<file path="src/rtl/neuro_pkg.sv">
// Shared constants and helpers for the neuromorphic leg-joint pipeline.
package neuro_pkg;

  localparam int unsigned RATE_W_DEF     = 8;
  localparam int unsigned WIN_CYCLES_DEF = 1000000;  // 10 ms at 100 MHz
  localparam int unsigned PWM_PERIOD_DEF = 2000000;  // 20 ms servo frame
  localparam int unsigned PULSE_MIN_DEF  = 100000;   // 1.0 ms
  localparam int unsigned PULSE_MAX_DEF  = 200000;   // 2.0 ms
  localparam int unsigned STEP_DEF       = 400;

  // Bits needed to hold values 0..v-1, never less than 1.
  function automatic int unsigned clog2_min1(input int unsigned v);
    int unsigned r;
    r = 0;
    for (int unsigned i = 0; i < 32; i++) begin
      if ((64'(1) << i) < 64'(v)) r = i + 1;
    end
    return (r == 0) ? 1 : r;
  endfunction

endpackage

</file>
<file path="src/rtl/servo_pwm_gen.sv">
// Hobby-servo PWM generator; pulse width is only adopted on frame boundaries.
module servo_pwm_gen
  import neuro_pkg::*;
#(
  parameter int unsigned PWM_PERIOD = PWM_PERIOD_DEF,
  parameter int unsigned PULSE_MIN  = PULSE_MIN_DEF,
  parameter int unsigned PW         = clog2_min1(PWM_PERIOD)
) (
  input  logic          clk,
  input  logic          reset,
  input  logic          enable,
  input  logic [PW-1:0] width_next,
  output logic          pwm
);

  logic [PW-1:0] pwm_cnt;
  logic [PW-1:0] width_active;

  // Frame counter, boundary-latched width and registered drive output.
  always_ff @(posedge clk or negedge reset) begin
    if (!reset) begin
      pwm_cnt      <= '0;
      width_active <= PW'(PULSE_MIN);
      pwm          <= 1'b0;
    end else if (!enable) begin
      pwm_cnt      <= '0;
      width_active <= PW'(PULSE_MIN);
      pwm          <= 1'b0;
    end else begin
      pwm <= (pwm_cnt < width_active);
      if (pwm_cnt == PW'(PWM_PERIOD - 1)) begin
        pwm_cnt      <= '0;
        width_active <= width_next;
      end else begin
        pwm_cnt <= pwm_cnt + 1'b1;
      end
    end
  end

endmodule

</file>
<file path="src/rtl/spike_servo_driver.sv">
// Spike-rate measurement over a fixed window, linear rate-to-pulse mapping
// and servo PWM drive for one robo-dog leg joint.
module spike_servo_driver
  import neuro_pkg::*;
#(
  parameter int unsigned WIN_CYCLES = WIN_CYCLES_DEF,
  parameter int unsigned PWM_PERIOD = PWM_PERIOD_DEF,
  parameter int unsigned PULSE_MIN  = PULSE_MIN_DEF,
  parameter int unsigned PULSE_MAX  = PULSE_MAX_DEF,
  parameter int unsigned STEP       = STEP_DEF,
  parameter int unsigned RATE_W     = RATE_W_DEF
) (
  input  logic              clk,
  input  logic              reset,
  input  logic              spike,
  input  logic              enable,
  output logic [RATE_W-1:0] rate,
  output logic              rate_valid,
  output logic              rate_sat,
  output logic              pwm
);

  localparam int unsigned WW    = clog2_min1(WIN_CYCLES);
  localparam int unsigned PW    = clog2_min1(PWM_PERIOD);
  localparam int unsigned PROD_W = RATE_W + clog2_min1(STEP) + 1;
  localparam int unsigned MAP_W = ((PROD_W > PW) ? PROD_W : PW) + 1;

  if (!(PULSE_MIN <= PULSE_MAX && PULSE_MAX < PWM_PERIOD)) begin : g_bad_pulse
    $error("spike_servo_driver: need PULSE_MIN <= PULSE_MAX < PWM_PERIOD");
  end
  if (WIN_CYCLES < 2) begin : g_bad_win
    $error("spike_servo_driver: WIN_CYCLES must be at least 2");
  end
  if (STEP < 1) begin : g_bad_step
    $error("spike_servo_driver: STEP must be at least 1");
  end

  logic [WW-1:0]     win_cnt;
  logic [RATE_W-1:0] acc;
  logic              sat;
  logic [PW-1:0]     width_next;
  logic [MAP_W-1:0]  mapped;
  logic              terminal;
  logic              acc_max;
  logic              acc_inc;
  logic              hit_sat;

  // Terminal-cycle detect and saturating-increment decode.
  always_comb begin
    terminal = (win_cnt == WW'(WIN_CYCLES - 1));
    acc_max  = (acc == '1);
    acc_inc  = spike & ~acc_max;
    hit_sat  = spike & acc_max;
    mapped   = MAP_W'(PULSE_MIN) + MAP_W'(rate) * MAP_W'(STEP);
  end

  // Window counter, spike accumulator and end-of-window rate latch.
  // A spike in the terminal cycle is folded into the closing window's rate.
  always_ff @(posedge clk or negedge reset) begin
    if (!reset) begin
      win_cnt    <= '0;
      acc        <= '0;
      sat        <= 1'b0;
      rate       <= '0;
      rate_valid <= 1'b0;
      rate_sat   <= 1'b0;
    end else if (!enable) begin
      win_cnt    <= '0;
      acc        <= '0;
      sat        <= 1'b0;
      rate_valid <= 1'b0;
    end else if (terminal) begin
      win_cnt    <= '0;
      acc        <= '0;
      sat        <= 1'b0;
      rate       <= acc + RATE_W'(acc_inc);
      rate_sat   <= sat | hit_sat;
      rate_valid <= 1'b1;
    end else begin
      win_cnt    <= win_cnt + 1'b1;
      acc        <= acc + RATE_W'(acc_inc);
      sat        <= sat | hit_sat;
      rate_valid <= 1'b0;
    end
  end

  // Clamped linear rate-to-width mapping, one cycle behind the rate register.
  always_ff @(posedge clk or negedge reset) begin
    if (!reset) begin
      width_next <= PW'(PULSE_MIN);
    end else if (mapped > MAP_W'(PULSE_MAX)) begin
      width_next <= PW'(PULSE_MAX);
    end else begin
      width_next <= mapped[PW-1:0];
    end
  end

  servo_pwm_gen #(
    .PWM_PERIOD (PWM_PERIOD),
    .PULSE_MIN  (PULSE_MIN),
    .PW         (PW)
  ) u_pwm (
    .clk        (clk),
    .reset      (reset),
    .enable     (enable),
    .width_next (width_next),
    .pwm        (pwm)
  );

endmodule

</file>
<file path="config.mk">
export PLATFORM = sky130hd
export DESIGN_NAME = spike_servo_driver
export DESIGN_NICKNAME = d
export VERILOG_FILES = /design/src/rtl/neuro_pkg.sv /design/src/rtl/servo_pwm_gen.sv /design/src/rtl/spike_servo_driver.sv
export SDC_FILE = /design/constraint.sdc
export NUM_CORES = 1
export LEC_CHECK = 0
export BUFFER_PORTS_ARGS = -buffer_cell sky130_fd_sc_hd__clkbuf_2
export CAP_MARGIN = 20
export CELL_PAD_IN_SITES_DETAIL_PLACEMENT = 0
export CELL_PAD_IN_SITES_GLOBAL_PLACEMENT = 2
export CORE_ASPECT_RATIO = 1.4
export CORE_MARGIN = 5
export CORE_UTILIZATION = 37
export CTS_CLUSTER_DIAMETER = 120
export DETAILED_ROUTE_END_ITERATION = 12
export PLACE_DENSITY_LB_ADDON = 0.1
export SYNTH_ARGS = -nofsm -noshare
export SYNTH_HDL_FRONTEND = slang
export SYNTH_SLANG_ARGS = --single-unit
</file>
<file path="constraint.sdc">
create_clock -name clk -period 3.3 [get_ports clk]
set_input_delay 0.33 -clock clk [delete_from_list [all_inputs] [get_ports clk]]
set_output_delay 0.33 -clock clk [all_outputs]
set_load 0.005 [all_outputs]
</file>
======== Word level (Yosys, flattened, before mapping) ========
Cells that the tools add are included.
word-level totals
  bits of input ports ..................... 4
  flip-flop bits (word level) ............. 100
cells by class
  add/sub/neg operators ................... 4
  reduce and logical (&&, ||, !) cells .... 1
  equality and inequality tests ........... 4
  bitwise logic cells ..................... 4
  magnitude comparators ................... 2
  multipliers ............................. 1
  mux-type cells .......................... 14
operators by type and width
  cell                                                                  count
  21-bit 2-to-1 mux                                                     4
  20-bit 2-to-1 mux                                                     2
  21-bit by 1-bit adder with 21-bit output (second input constant)      1
  21-bit equality test (second input constant)                          1
  21-bit < comparator                                                   1
  20-bit by 1-bit adder with 20-bit output (second input constant)      1
  20-bit equality test (second input constant)                          1
  17-bit by 17-bit adder with 18-bit output (first input constant)      1
  18-bit > comparator (second input constant)                           1
  18-bit 2-to-1 mux                                                     1
  8-bit 2-to-1 mux                                                      2
  8-bit by 5-bit multiplier with 13-bit output (second input constant)  1
  8-bit by 1-bit adder with 8-bit output                                1
  8-bit equality test (second input constant)                           1
  1-bit 2-to-1 mux                                                      5
  1-bit bitwise AND                                                     2
  2-bit by 1-bit != test with 1-bit output (second input constant)      1
  2-bit AND reduction                                                   1
  1-bit NOT                                                             1
  1-bit bitwise OR                                                      1

======== Depth between registers and ports, before layout ========
  depth after elaboration ................. 6
  gate-level depth with buffers ........... 13
  depth with buffers taken out ............ 13

======== Cells and area by module ========
Synthesis repeated with hierarchy kept, for this count alone.
second synthesis, totals
  cells, all modules ...................... 609
  area total of the unflattened synthesis .. 5,779.3 um^2
modules (own cells, without submodules)
  module              area each (um^2)  cells each  times used
  spike_servo_driver  3,328.2           347         1
  servo_pwm_gen       2,451.1           262         1

======== Worst setup path before layout ========
No wires, ideal clock.
  kind .................................... register -> register
  from .................................... reg rate[1]
  to ...................................... reg width_next[6]
  cell stages (with the launch flop) ...... 12
  path slack .............................. -242 ps
  buffers on the path ..................... 0
  setup time .............................. 118 ps
  arrival ................................. 3,424 ps
  cell sequence ........................... dfrtp_1 ha_1 ha_1 ha_1 fa_1 a21o_1 a211oi_2 nor4_1 and2b_1 and3_2 a31o_4 a21o_1
on the way
  longest elaborated chain between the ends .. 4
RTL lines
  item                                            RTL line                  RTL
  start, declared                                 spike_servo_driver.sv:17  output logic [RATE_W-1:0] rate,
  start signal, assigned                          spike_servo_driver.sv:76  rate <= acc + RATE_W'(acc_inc);
  8-bit by 5-bit multiplier with 13-bit output *  spike_servo_driver.sv:54  mapped = MAP_W'(PULSE_MIN) + MAP_W'(rate) * MAP_W'(STEP);
  17-bit by 17-bit adder with 18-bit output *     spike_servo_driver.sv:54
  18-bit > comparator                             spike_servo_driver.sv:91  end else if (mapped > MAP_W'(PULSE_MAX)) begin
  18-bit 2-to-1 mux *                             spike_servo_driver.sv:91
  end signal, assigned                            spike_servo_driver.sv:90  width_next <= PW'(PULSE_MIN);
  end signal, assigned                            spike_servo_driver.sv:92  width_next <= PW'(PULSE_MAX);
  end signal, assigned                            spike_servo_driver.sv:94  width_next <= mapped[PW-1:0];
  end, declared                                   spike_servo_driver.sv:41  logic [PW-1:0] width_next;
Every way passes the cells marked *; elsewhere a longest branch is shown, timed or not.
A chain may end at the register's enable or synchronous reset.

======== Worst setup path in the final report ========
  from .................................... reg rate[3]
  to ...................................... reg width_next[6]
on the way
  longest elaborated chain between the ends .. 4
RTL lines
  item                                          RTL line
  8-bit by 5-bit multiplier with 13-bit output  spike_servo_driver.sv:54
  17-bit by 17-bit adder with 18-bit output     spike_servo_driver.sv:54
  18-bit > comparator                           spike_servo_driver.sv:91
  18-bit 2-to-1 mux                             spike_servo_driver.sv:91
No other way between the ends.

==> impl_metrics.csv <==
group,metric,value,unit
run_status,status,"finished with violations",
run_status,violations,"setup timing",
floorplanning,num_rows,51,
sta,hold_viol,0,
setup_path,critPathArrivalTime,3.57,ns
sta,finalSetupViolCount,2,
yosys,synthFlopType,"dfrtp_1",
placed_design,postPlaceCellArea,5949,um2
power,combPwrFrac,0.029,
layout,postLayoutCoreUtil,0.4705,
floorplanning,die_y,150.9,um
global_routing,grt_pass1_vias,3907,
setup_path,crit_path_start_kind,"flop",
routing,first_pass_iters,4,
routing,dr_total_vias,3811,
layout,design_area,6545,um2
setup_path,crit_type,"flop to flop",
routing,top_layer,"met4",
setup_path,r2r-start,"rate[3]",
floorplanning,die_area,16690,um2
clock_tree,cts_buffer_depth,2,
yosys,yosysWarnings,0,
setup_path,critPathSlowestCell,"dfrtp_2",
clock_tree,clk_pin_slew,0.07,ns
placed_design,numPortBuffers,14,
power,power.density,331.1,nW/um2
yosys,synth_top_area_share,0.3675,
sta,maxSlewViolCount,0,
sta,max_freq,300.3,MHz
layout,layout.nets,644,
power,internal_power,1.657,mW
clock_tree,cts_made_buffers,9,
yosys,synth-edff-count,0,
layout,drive_gt1_frac,0.2622,
yosys,ys_seq_area_frac,0.4276,
setup_path,endpoint_kind,"flop",
power,switching_share,0.2355,
power,ir_drop,219.2,uV
sta,layout_setup_ws,-0.03018,ns
routing,wl_per_cell,14.39,um
setup_path,cp.buffers_inverters,0,
setup_path,critPathMaxFanout,6,
floorplanning,die_w,110.6,um
routing,drtAntennaViolNets,0,
sta,fin_crit,3.330,ns
routing,drtIter0Drc,76,
power,leakagePower,3.093,nW
setup_path,cp_top_family,"compound AO/OA/AOI/OAI gates",
setup_path,required,3.54,ns
routing,drc,0,
setup_path,critPathLaunch,"rate[3]",
power,p_sw,0.5103,mW
clock_tree,htree_levels,3,
setup_path,cpPeakStageDelay,0.45,ns
yosys,yosys.area.top_type,"dfrtp_1",
sta,tightest_slew,0.7906,ns
global_routing,grt_pass1_wl,19060,um
clock_tree,clk_latency,0.35,ns
yosys,syn_inst,521,
routing,wl_met2,5977,um
routing,drt-met1-wl,4819,um
sta,rsz0062_at_grt,"yes",
floorplanning,boundaryPins,15,
clock_tree,numClockSinks,89,
layout,diodes,0,
floorplanning,initial_core_util,0.3770,
clock_tree,cts-root-buf,"clkbuf_16",
placed_design,routabilityCongestion,0.7527,
setup_path,cp_cell_sequence,"ha_4 -> ha_4 -> fa_1 -> ha_4 -> o211a_4 -> a2111oi_4 -> o211ai_1 -> a211oi_2 -> a41o_1 -> o211ai_4 -> a21o_1",
power,power_frac_clock,0.459,
global_routing,grt_overflow,0,
global_routing,gr-usage-all-layers,0.1410,
routing,wirelength,11230,um
placed_design,hpwlAfterDp,8356,um
yosys,ys_types,65,
yosys,ys_top_cells_by_area,"dfrtp_1 (37%), ha_1 (11%), dfstp_2 (6.0%)",
yosys,async_flop_share,1.000,
yosys,synth-seq-cells,89,
sta,finalCritPeriodShare,1.009,
sta,finClkSkew,0.008509,ns
yosys,syn_area_per_cell,10.06,um2
worst_hold_path,hold_path.class,"primary input to async pin",
power,share_seq_of_total_power,0.512,
yosys,synth.cell_area,5244,um2
layout,area_growth_syn_to_layout,24.82,%
routing,vias_per_cell,4.886,
flow_run,maxCapViolCount,0,
global_routing,grt_max_degree,59,
setup_path,path_common_cell,"ha_4",
floorplanning,core,13910,um2
clock_tree,hold_buffers,0,
yosys,syn-num-nets,575,
routing,wl_met3,224,um
clock_tree,tritoncts,"done",
sta,slew_headroom,0.4729,
global_routing,antenna_found_initial,0,
## sequential cells by signal, indices dropped and copies added, names as in the netlist
signal and count:
rate_valid 1, rate_sat 1, u_pwm.pwm_cnt 21, rate 8, u_pwm.pwm 1, sat 1
win_cnt 20, width_next 14, u_pwm.width_active 14, acc 8
## metrics by stage
stage	hold slack [ns]	setup TNS, ns	power (mW)	std cells	worst slack (ns)
final	0.03615	-0.03487	2.167	780	-0.03018
after global routing	0.1251	-1.230	2.256	780	-0.1697
after CTS	0.08656	-0.08860	2.204	777	-0.04242
after detailed placement	0.4601	-1.281	1.196	754	-0.1816
after global placement	0.4602	-0.9353	1.196	754	-0.1504
after floorplan	0.03441	-0.004185	1.157	521	-0.004185
## worst paths after layout
path / endpoint / slack, ns / cells after the start
min reg2reg: win_cnt[0] / 0.48 / 1
max in group asynchronous: width_next[10] / 2.57 / 2
min: u_pwm.pwm_cnt[17] / 0.04 / 1
min in group clk: sat / 0.27 / 3
max: width_next[6] / -0.03 / 11
max reg2reg: width_next[6] / -0.03 / 11
## logic make-up after synthesis
kind of cell               after synthesis  synth area share
DFF                                     89            0.4276
adders and majority gates               50            0.1236
xor gates and xnor gates                56           0.09640
and+or+nand+nor                        199            0.1952
buffers and inverters                   44           0.03269
muxes                                    8           0.01527
AOI/OAI and AO/OA                       75            0.1093
## worst register-to-register path: stages (launching register included)
cell,delay (ns)
dfrtp_2,0.45
ha_4,0.26
ha_4,0.26
fa_1,0.43
ha_4,0.28
o211a_4,0.26
a2111oi_4,0.36
o211ai_1,0.19
a211oi_2,0.22
a41o_1,0.19
o211ai_4,0.12
a21o_1,0.20
## routing by layer
layer,vias up,global-route usage
li1,1931,-
met1,1820,0.1604
met2,41,0.2591
met3,19,0.02798
met4,0,0.05730
met5,-,0
## cells in the mapped netlist, types with 4 or more instances
cell type	instances
clkbuf_1	7
nand3_1	28
o21ai_1	5
dfstp_2	12
xor2_1	33
inv_1	32
nand2b_1	6
nor4_1	4
ha_1	47
a21o_1	9
nand4_1	5
mux2i_1	8
xnor2_1	21
nor2b_1	10
and3_1	16
nor2_1	71
nand2_1	28
buf_2	4
dfrtp_1	77
o21ai_0	12
o211ai_1	9
nor3_1	4
a21oi_1	13
## power groups by stage
stage               sequential, mW  combinational (mW)  clock, mW
floorplan                     1.13              0.0292          0
global placement              1.13              0.0666          0
detailed placement            1.13              0.0669          0
CTS                           1.11              0.0670       1.03
global route                  1.11              0.0762       1.07
finish                        1.11              0.0632      0.994
## layout by cell type (no fill, tap or decap), drive strengths merged, types with 22 or more instances in the layout
master  instances
xor2           34
buf            57
nor2           71
dfrtp          77
xnor2          22
inv            35
nand2          28
ha             47
nand3          28
clkbuf         23
## cell type report
class | instances | area [um2]
inverters | 32 | 120.1
multi-input cells | 388 | 3151
clock buffers | 10 | 239.0
well taps | 185 | 231.5
fillers | 1378 | 7366
repair buffers | 70 | 509.2
clock inverters | 6 | 48.80
flip-flops and latches | 89 | 2246
## repair_timing
item,in CTS,in global routing
setup endpoints to repair,11,13
buffers inserted,7,3
gates resized for setup,24,8
pin swaps,10,12
(Power assumes the default switching activity.)
